--- src/rtl/func_gen_dds.sv ---
// ============================================================================
// Module   : func_gen_dds
// Purpose  : DDS function generator with glitch-free config updates at the
//            phase wrap. Optional sine mode via macro FUNC_GEN_SINE_EN.
// Revision : 1.0 - initial release
// ============================================================================
`default_nettype none

module func_gen_dds #(
  parameter int OUT_W   = 8,
  parameter int PHASE_W = 16,
  parameter int FREQ_W  = 12,
  parameter int AMP_W   = 8
) (
  input  logic              clk,
  input  logic              rst,
  input  logic              en,
  input  logic              ld,
  input  logic [2:0]        cfg_mode,
  input  logic [FREQ_W-1:0] cfg_freq,
  input  logic [OUT_W-1:0]  cfg_duty,
  input  logic [AMP_W-1:0]  cfg_amp,
  output logic              pending,
  output logic              wrap,
  output logic              out_valid,
  output logic [OUT_W-1:0]  out_final
);

  typedef enum logic [1:0] {
    IDLE = 2'd0,
    RUN  = 2'd1,
    PEND = 2'd2
  } state_t;

  typedef struct packed {
    logic [2:0]        mode;
    logic [FREQ_W-1:0] freq;
    logic [OUT_W-1:0]  duty;
    logic [AMP_W-1:0]  amp;
  } cfg_t;

  state_t             state_q, state_d;
  logic [PHASE_W-1:0] acc_q, acc_d;
  cfg_t               act_q, act_d;
  cfg_t               shd_q, shd_d;
  logic [OUT_W-1:0]   wave_q, wave_d;
  logic [AMP_W-1:0]   amp_s1_q, amp_s1_d;
  logic               vld_s1_q, vld_s1_d;
  logic [OUT_W-1:0]   out_final_q, out_final_d;
  logic               out_valid_q, out_valid_d;

  cfg_t               cfg_in;
  logic [PHASE_W:0]   sum;
  logic               carry;
  logic [OUT_W-1:0]   p, q, wave;
  logic [OUT_W+AMP_W-1:0] prod;
  logic [OUT_W-1:0]   scaled;

  assign cfg_in = {cfg_mode, cfg_freq, cfg_duty, cfg_amp};
  assign sum    = {1'b0, acc_q} + {{(PHASE_W + 1 - FREQ_W){1'b0}}, act_q.freq};
  assign carry  = (state_q != IDLE) && en && sum[PHASE_W];

  // Control: accumulator, active/shadow config and the load state machine
  always_comb begin
    state_d = state_q;
    acc_d   = acc_q;
    act_d   = act_q;
    shd_d   = shd_q;
    case (state_q)
      IDLE: begin
        acc_d = '0;
        if (ld) act_d = cfg_in;
        if (en) state_d = RUN;
      end
      RUN: begin
        if (!en) begin
          state_d = IDLE;
          acc_d   = '0;
          if (ld) act_d = cfg_in;
        end else begin
          acc_d = sum[PHASE_W-1:0];
          if (ld) begin
            shd_d   = cfg_in;
            state_d = PEND;
          end
        end
      end
      PEND: begin
        if (!en) begin
          state_d = IDLE;
          acc_d   = '0;
          act_d   = ld ? cfg_in : shd_q;
        end else begin
          acc_d = sum[PHASE_W-1:0];
          // A stalled phase (freq 0) would never wrap, so release the shadow now
          if (carry || (act_q.freq == '0)) begin
            act_d   = ld ? cfg_in : shd_q;
            state_d = RUN;
          end else if (ld) begin
            shd_d = cfg_in;
          end
        end
      end
      default: state_d = IDLE;
    endcase
  end

  assign p = acc_q[PHASE_W-1 -: OUT_W];
  assign q = acc_q[PHASE_W-2 -: OUT_W];

`ifdef FUNC_GEN_SINE_EN
  localparam int SINE_N   = 1 << (OUT_W - 2);
  localparam longint SINE_A   = (longint'(1) << (OUT_W - 1)) - 1;
  localparam longint SINE_MID = longint'(1) << (OUT_W - 1);

  // Bhaskara sine approximation, evaluated only at elaboration to fill the ROM
  function automatic logic [OUT_W-1:0] sine_entry(input int i);
    longint n2, dd, u, num, den;
    n2  = 2 * longint'(SINE_N);
    dd  = n2 * n2;
    u   = longint'(i) * (n2 - longint'(i));
    num = 32 * SINE_A * u;
    den = 5 * dd - 4 * u;
    return OUT_W'(SINE_MID + (num + den) / (2 * den));
  endfunction

  logic [OUT_W-1:0] sine_rom [SINE_N];
  logic [1:0]       sine_quad;
  logic [OUT_W-3:0] sine_idx;
  logic [OUT_W-1:0] sine_val;

  for (genvar gi = 0; gi < SINE_N; gi++) begin : g_sine_rom
    assign sine_rom[gi] = sine_entry(gi);
  end

  assign sine_quad = acc_q[PHASE_W-1 -: 2];
  assign sine_idx  = sine_quad[0] ? ~acc_q[PHASE_W-3 -: OUT_W-2] : acc_q[PHASE_W-3 -: OUT_W-2];
  assign sine_val  = sine_quad[1] ? ~sine_rom[sine_idx] : sine_rom[sine_idx];
`endif

  always_comb begin
    wave = '0;
    case (act_q.mode)
      3'd0: wave = (p < act_q.duty) ? '1 : '0;
      3'd1: wave = p;
      3'd2: wave = acc_q[PHASE_W-1] ? ~q : q;
      3'd3: wave = ~p;
`ifdef FUNC_GEN_SINE_EN
      3'd4: wave = sine_val;
`endif
      default: wave = '0;
    endcase
  end

  // Amplitude travels with its sample so a config swap never mixes generations
  assign prod   = {{AMP_W{1'b0}}, wave_q} * {{OUT_W{1'b0}}, amp_s1_q};
  assign scaled = (amp_s1_q == '1) ? wave_q : OUT_W'(prod >> AMP_W);

  always_comb begin
    wave_d      = '0;
    amp_s1_d    = '0;
    vld_s1_d    = 1'b0;
    out_final_d = '0;
    out_valid_d = 1'b0;
    if (state_q != IDLE) begin
      wave_d      = wave;
      amp_s1_d    = act_q.amp;
      vld_s1_d    = 1'b1;
      out_final_d = scaled;
      out_valid_d = vld_s1_q;
    end
  end

  always_ff @(posedge clk or negedge rst) begin
    if (!rst) begin
      state_q     <= IDLE;
      acc_q       <= '0;
      act_q       <= '0;
      shd_q       <= '0;
      wave_q      <= '0;
      amp_s1_q    <= '0;
      vld_s1_q    <= 1'b0;
      out_final_q <= '0;
      out_valid_q <= 1'b0;
    end else begin
      state_q     <= state_d;
      acc_q       <= acc_d;
      act_q       <= act_d;
      shd_q       <= shd_d;
      wave_q      <= wave_d;
      amp_s1_q    <= amp_s1_d;
      vld_s1_q    <= vld_s1_d;
      out_final_q <= out_final_d;
      out_valid_q <= out_valid_d;
    end
  end

  assign pending   = (state_q == PEND);
  assign wrap      = carry;
  assign out_valid = out_valid_q;
  assign out_final = out_final_q;

endmodule

`default_nettype wire

--- config.mk ---
export PLATFORM = sky130hd
export DESIGN_NAME = func_gen_dds
export DESIGN_NICKNAME = d
export VERILOG_FILES = /design/src/rtl/func_gen_dds.sv
export SDC_FILE = /design/constraint.sdc
export NUM_CORES = 1
export LEC_CHECK = 0
export ABC_AREA = 0
export CAP_MARGIN = 20
export CORE_ASPECT_RATIO = 0.6
export CORE_UTILIZATION = 30
export DETAILED_ROUTE_END_ITERATION = 10
export PLACE_DENSITY_LB_ADDON = 0.3
export SETUP_SLACK_MARGIN = 0.2
export SKIP_CTS_REPAIR_TIMING = 1
export SYNTH_ARGS = -nofsm -noshare
export SYNTH_HDL_FRONTEND = slang
export SYNTH_SLANG_ARGS = --single-unit
--- constraint.sdc ---
create_clock -name clk -period 9 [get_ports clk]
set_input_delay 1.35 -clock clk [delete_from_list [all_inputs] [get_ports clk]]
set_output_delay 1.35 -clock clk [all_outputs]
set_load 0.005 [all_outputs]
Word level (Yosys, flattened, before mapping)
Index checks and enable logic that the tools add are counted. Widths: inputs -> output; s select.

Bitwise gates (word level): 2. Multiplexer cells: 27. Eq/ne operators: 13. Multiply operators: 1. Reductions and logical operators: 14. Order comparisons: 1. $add $sub $neg: 1.

Operator list (count): $mux 31 (8); $pmux 31 s3 (1); $pmux 31 s2 (1); $mux 8 (6); $pmux 16 s2 (1); $pmux 8 s4 (1); $add 16x12->17 (1); $mul 8x8->16 (1); $mux 16 (1); $not 8->8 (2); $logic_not 12->1 (1); $mux 2 (5); $ne 2x2->1 const B (5); $eq 8x8->1 const B (1); $lt 8x8->1 (1); $eq 3x2->1 const B (2); $pmux 2 s3 (1); $reduce_and 3->1 (2); $reduce_bool 2->1 (3); $reduce_and 4->1 (1); $eq 3x1->1 const B (1); $logic_not 3->1 (1); $ne 3x2->1 const B (1); $ne 3x3->1 const B (1); other kinds (8) (10).

Word-level logic and storage cells: 74. Input bits: 35. Flip-flop bits (word level): 106.

Depth between registers and ports, before layout
Depth in word-level cells: 7. Gate-level depth with buffers: 17. Depth with buffers taken out: 17.

Least setup slack after synthesis
No wires, ideal clock.

Path type: register to register. Start point: reg amp_s1_q[7]. End point: reg out_final_q[6] (netlist: out_final[6]). Arrival: 4.253 ns. Setup slack: 4.678 ns. Cell stages (with the launch flop): 16. Data required time: 8.931 ns. Path through: dfrtp_1 > clkbuf_1 > and2_1 > fa_1 > fa_1 > fa_1 > inv_1 > fa_1 > inv_1 > ha_1 > nand2_1 > o31a_1 > a31oi_4 > nand2_2 > or4_1 > nand3_1.

Word-level cells in the longest chain between the ends: 3.

Ends and longest elaborated chain: start, declared (RTL line 47) `logic [AMP_W-1:0] amp_s1_q, amp_s1_d;`; start signal, assigned (RTL line 191) `amp_s1_q <= amp_s1_d;`; $mul 8x8->16 or $eq 8x8->1 (tied branches) (RTL line 156, 157); $mux 8 (*) (RTL line 157) `assign scaled = (amp_s1_q == '1) ? wave_q : OUT_W'(prod >> AMP_W);`; $mux 8 (*) (RTL line 165) `if (state_q != IDLE) begin`; net out_final_d[6] (RTL line 49) `logic [OUT_W-1:0] out_final_q, out_final_d;`; end signal, assigned (RTL line 193) `out_final_q <= out_final_d;`; end, declared (RTL line 49).

Mark *: on every way through the listed nets, which the timed path passes. The rest lies on a longest branch. A chain may end at the register's enable or synchronous reset.

Worst setup path in the final report
Start point: reg wave_q[2]. End point: reg out_final_q[6] (netlist: out_final[6]).

Word-level cells in the longest chain between the ends: 3.

Ends and longest elaborated chain: start, declared (RTL line 46) `logic [OUT_W-1:0] wave_q, wave_d;`; start signal, assigned (RTL line 190) `wave_q <= wave_d;`; $mul 8x8->16 (RTL line 156) `assign prod = {{AMP_W{1'b0}}, wave_q} * {{OUT_W{1'b0}}, amp_s1_q};`; $mux 8 (RTL line 157); $mux 8 (RTL line 165); net out_final_d[6] (RTL line 49).

The timed path passes the listed nets, and every way through them passes these cells.

==> impl_metrics.json <==
{
  "outcome": "finished clean",
  "numPortBuffers": 45,
  "finish.cell_count_without_fillers": 1062,
  "synth.most_common_cell": "dfrtp_1",
  "drv_slew": 0,
  "htreeDepth": 3,
  "ys.flop_type": "dfrtp_1",
  "synth.distinct_cells": 46,
  "maxCapViolations": 0,
  "netlist.top_cell.by_area": "dfrtp_1",
  "cts_sinks": 106,
  "cpMostUsedCell": "fa_1",
  "hold_slack_ns": 0.468,
  "fillerInstances": 2386,
  "place_ws_ns": 4.48,
  "vdd_drop_max_mv": 0.110,
  "multi_input_area_um2": 4190,
  "power.density_nw_per_um2": 290,
  "p_comb_frac": 0.447,
  "clock_latency_ns": 0.36,
  "crit_slowest_cell": "fa_1",
  "p_sw_frac": 0.415,
  "finClkSkew_ns": 0.00627,
  "post-route-min-period_ns": 4.54,
  "min_path_cells": 1,
  "grt_usage": 0.138,
  "worst_path_largest_cell_delay_ns": 0.55,
  "cts.clk_slew.worst_paths_ns": 0.07,
  "grt_max_degree": 70,
  "ioPinCount": 46,
  "num_rows": 43,
  "wl_per_cell_um": 14.7,
  "grt-ovfl-total": 0,
  "cp-start-kind": "flop",
  "switching_power_uw": 996,
  "grt_antenna_before_repair": 0,
  "dieWidth_um": 201,
  "cp_cell_sequence": "and2_1 > fa_1 > fa_1 > fa_1 > inv_1 > fa_1 > inv_1 > ha_1 > o21a_1 > o21a_1 > o21ai_0 > a31oi_4 > nand2_2 > or4_1 > nand3_1",
  "internal_power_uw": 1400,
  "pwr-share-clk": 0.176,
  "tightest_slew_ns": 1.02,
  "drc": 0,
  "final_hold_viol_count": 0,
  "yosys-top-cells-count": "dfrtp_1 (106), nand2_1 (89), ha_1 (57), inv_1 (57), o21ai_0 (56)",
  "syn_nets": 836,
  "fmax_ghz": 0.220,
  "yosysSeqAreaShare": 0.371,
  "timing.final.crit_share": 0.505,
  "drive_gt1_frac": 0.0790,
  "num_vias": 4970,
  "postSynthAreaPerCell_um2": 10.1,
  "rsz0062_at_grt": "no",
  "r2r_cells": 15,
  "diodes": 0,
  "drt-total-wl_mm": 15.6,
  "setup_tns_ns": 0,
  "synth_edf_count": 0,
  "die_height_um": 122,
  "hp-class": "reg2reg",
  "path_max_fanout": 9,
  "numCtsBuffers": 9,
  "cp_data_required_time_ns": 9.29,
  "clockBufferDepth": 2,
  "final_core_util": 0.355,
  "slew-limit-headroom": 0.311,
  "dr.pass1.iters": 4,
  "gp_congestion": 0.880,
  "yosysTopAreaCellShare": 0.371,
  "core_um2": 23200,
  "ys_async_sr_fraction": 1.00,
  "regArea_um2": 2650,
  "yosysWarnings": 0,
  "grt_pass1_wl_mm": 26.4,
  "areaGrowthSynthToFinish_pct": 15.5,
  "layout_setup_ws_ns": 4.46,
  "ant_nets": 0,
  "timing.critical_path.to_type": "flop",
  "synth_cells": 708,
  "grt_pass1_vias": 4779,
  "crit_arrival_ns": 4.84,
  "synthTopCellsByArea": "dfrtp_1 (37%), fa_1 (10%), ha_1 (10%)",
  "seqPwrFrac": 0.377,
  "vias_per_cell": 4.68,
  "root_buffer": "clkbuf_16",
  "netlist_area_um2": 7150,
  "dieArea_um2": 24500,
  "dpl.hpwl_mm": 11.9,
  "cts_tree": "yes",
  "drt_iter0_drc": 240,
  "initial_core_util": 0.307,
  "synth_seq_cells": 106,
  "numPlacedInstances": 1046,
  "finalSetupViolations": 0,
  "num-nets-final": 870,
  "power.leakage_uw": 0.00381,
  "crit_type": "reg2reg"
}
==> layout make-up <==
| type | instances | area share |
|---|---|---|
| clock inverter | 7 | 0.0114 |
| sequential | 106 | 0.321 |
| multi-input combinational | 518 | 0.508 |
| inverter | 57 | 0.0259 |
| tap | 315 | 0.0477 |
| timing repair buffer | 50 | 0.0588 |
| clock buffer | 9 | 0.0273 |
==> cell usage in the layout, fill, tap and decap left out, types with 2 or more instances in the layout <==
master	n
nand4_1	3
dfrtp_1	106
or4_1	2
nor3_1	4
nand2b_1	3
nand3b_1	2
mux2_2	31
o221ai_1	2
o31ai_1	6
fa_1	36
nor2b_1	10
clkbuf_16	9
a211oi_1	3
a21oi_1	18
nor2_1	14
nor4b_1	2
o22ai_1	2
o21bai_1	5
nor4_1	3
and3_1	2
buf_4	6
inv_8	2
or3_1	3
o21a_1	10
o311ai_0	2
a21o_1	13
o21ai_0	56
and2_1	51
nand2_1	89
xor2_1	14
nand3_1	9
inv_6	2
a31oi_1	5
clkdlybuf4s50_1	44
inv_1	57
ha_1	57
o31a_1	2
xnor2_1	7
mux2i_1	34
o211ai_1	9
==> critical path: cells and delay by family, from the launching register on <==
kind | cells | cell delay (ns)
AO/OA/AOI/OAI | 4 | 0.64
AND/OR/NAND/NOR | 4 | 0.81
buffers and inverters | 2 | 0.10
adder cells (fa/ha/maj) | 5 | 2.44
flip-flops | 1 | 0.49
==> logic make-up (layout without fill, tap and decap cells) <==
logic type / Yosys count / after routing / synth area share
compound gates: 138 / 138 / 0.122
buf+inv: 84 / 123 / 0.0448
flops: 106 / 106 / 0.371
xor+xnor: 21 / 21 / 0.0257
mux: 65 / 65 / 0.0965
simple gates: 201 / 201 / 0.139
fa+ha+maj: 93 / 93 / 0.201
==> power groups by stage <==
stage                     Combinational [uW]  Sequential [uW]  Clock, uW
final                                   1070              905        422
after global routing                    1230              938        454
after CTS                               1080              904        436
after detailed placement                1080              913          0
after global placement                  1070              905          0
after floorplan                          843              817          0
==> through the flow <==
stage / total power (uW) / cell area [um2]
floorplan: 1660 / 7150
global placement: 1980 / 7940
detailed placement: 1990 / 7940
CTS: 2430 / 8260
global route: 2630 / 8260
finish: 2400 / 8260
==> path summary, 6_finish.rpt <==
kind / slack [ns] / start / to
hold / removal: 0.47 / vld_s1_q$_DFF_PN0_ / out_valid$_DFF_PN0_
setup reg to reg: 4.46 / wave_q[2]$_DFF_PN0_ / out_final[6]$_DFF_PN0_
setup / recovery: 4.46 / wave_q[2]$_DFF_PN0_ / out_final[6]$_DFF_PN0_
hold reg to reg: 0.47 / vld_s1_q$_DFF_PN0_ / out_valid$_DFF_PN0_
max in group asynchronous: 6.77 / rst / out_final[3]$_DFF_PN0_
min in group asynchronous: 0.95 / rst / shd_q[22]$_DFFE_PN0P_
==> routing by layer <==
layer / routed length, um / GRT usage
met2: 5910 / 0.181
met4: 152 / 0.0341
met1: 9040 / 0.226
met3: 496 / 0.0225
met5: 0 / 0
==> registers in the layout (all words and copies together) (netlist names) <==
name	count
act_q	31
shd_q	31
acc_q	16
amp_s1_q	8
out_final	8
wave_q	8
state_q	2
out_valid	1
vld_s1_q	1
Note: power is estimated with default switching activity, not from simulation.
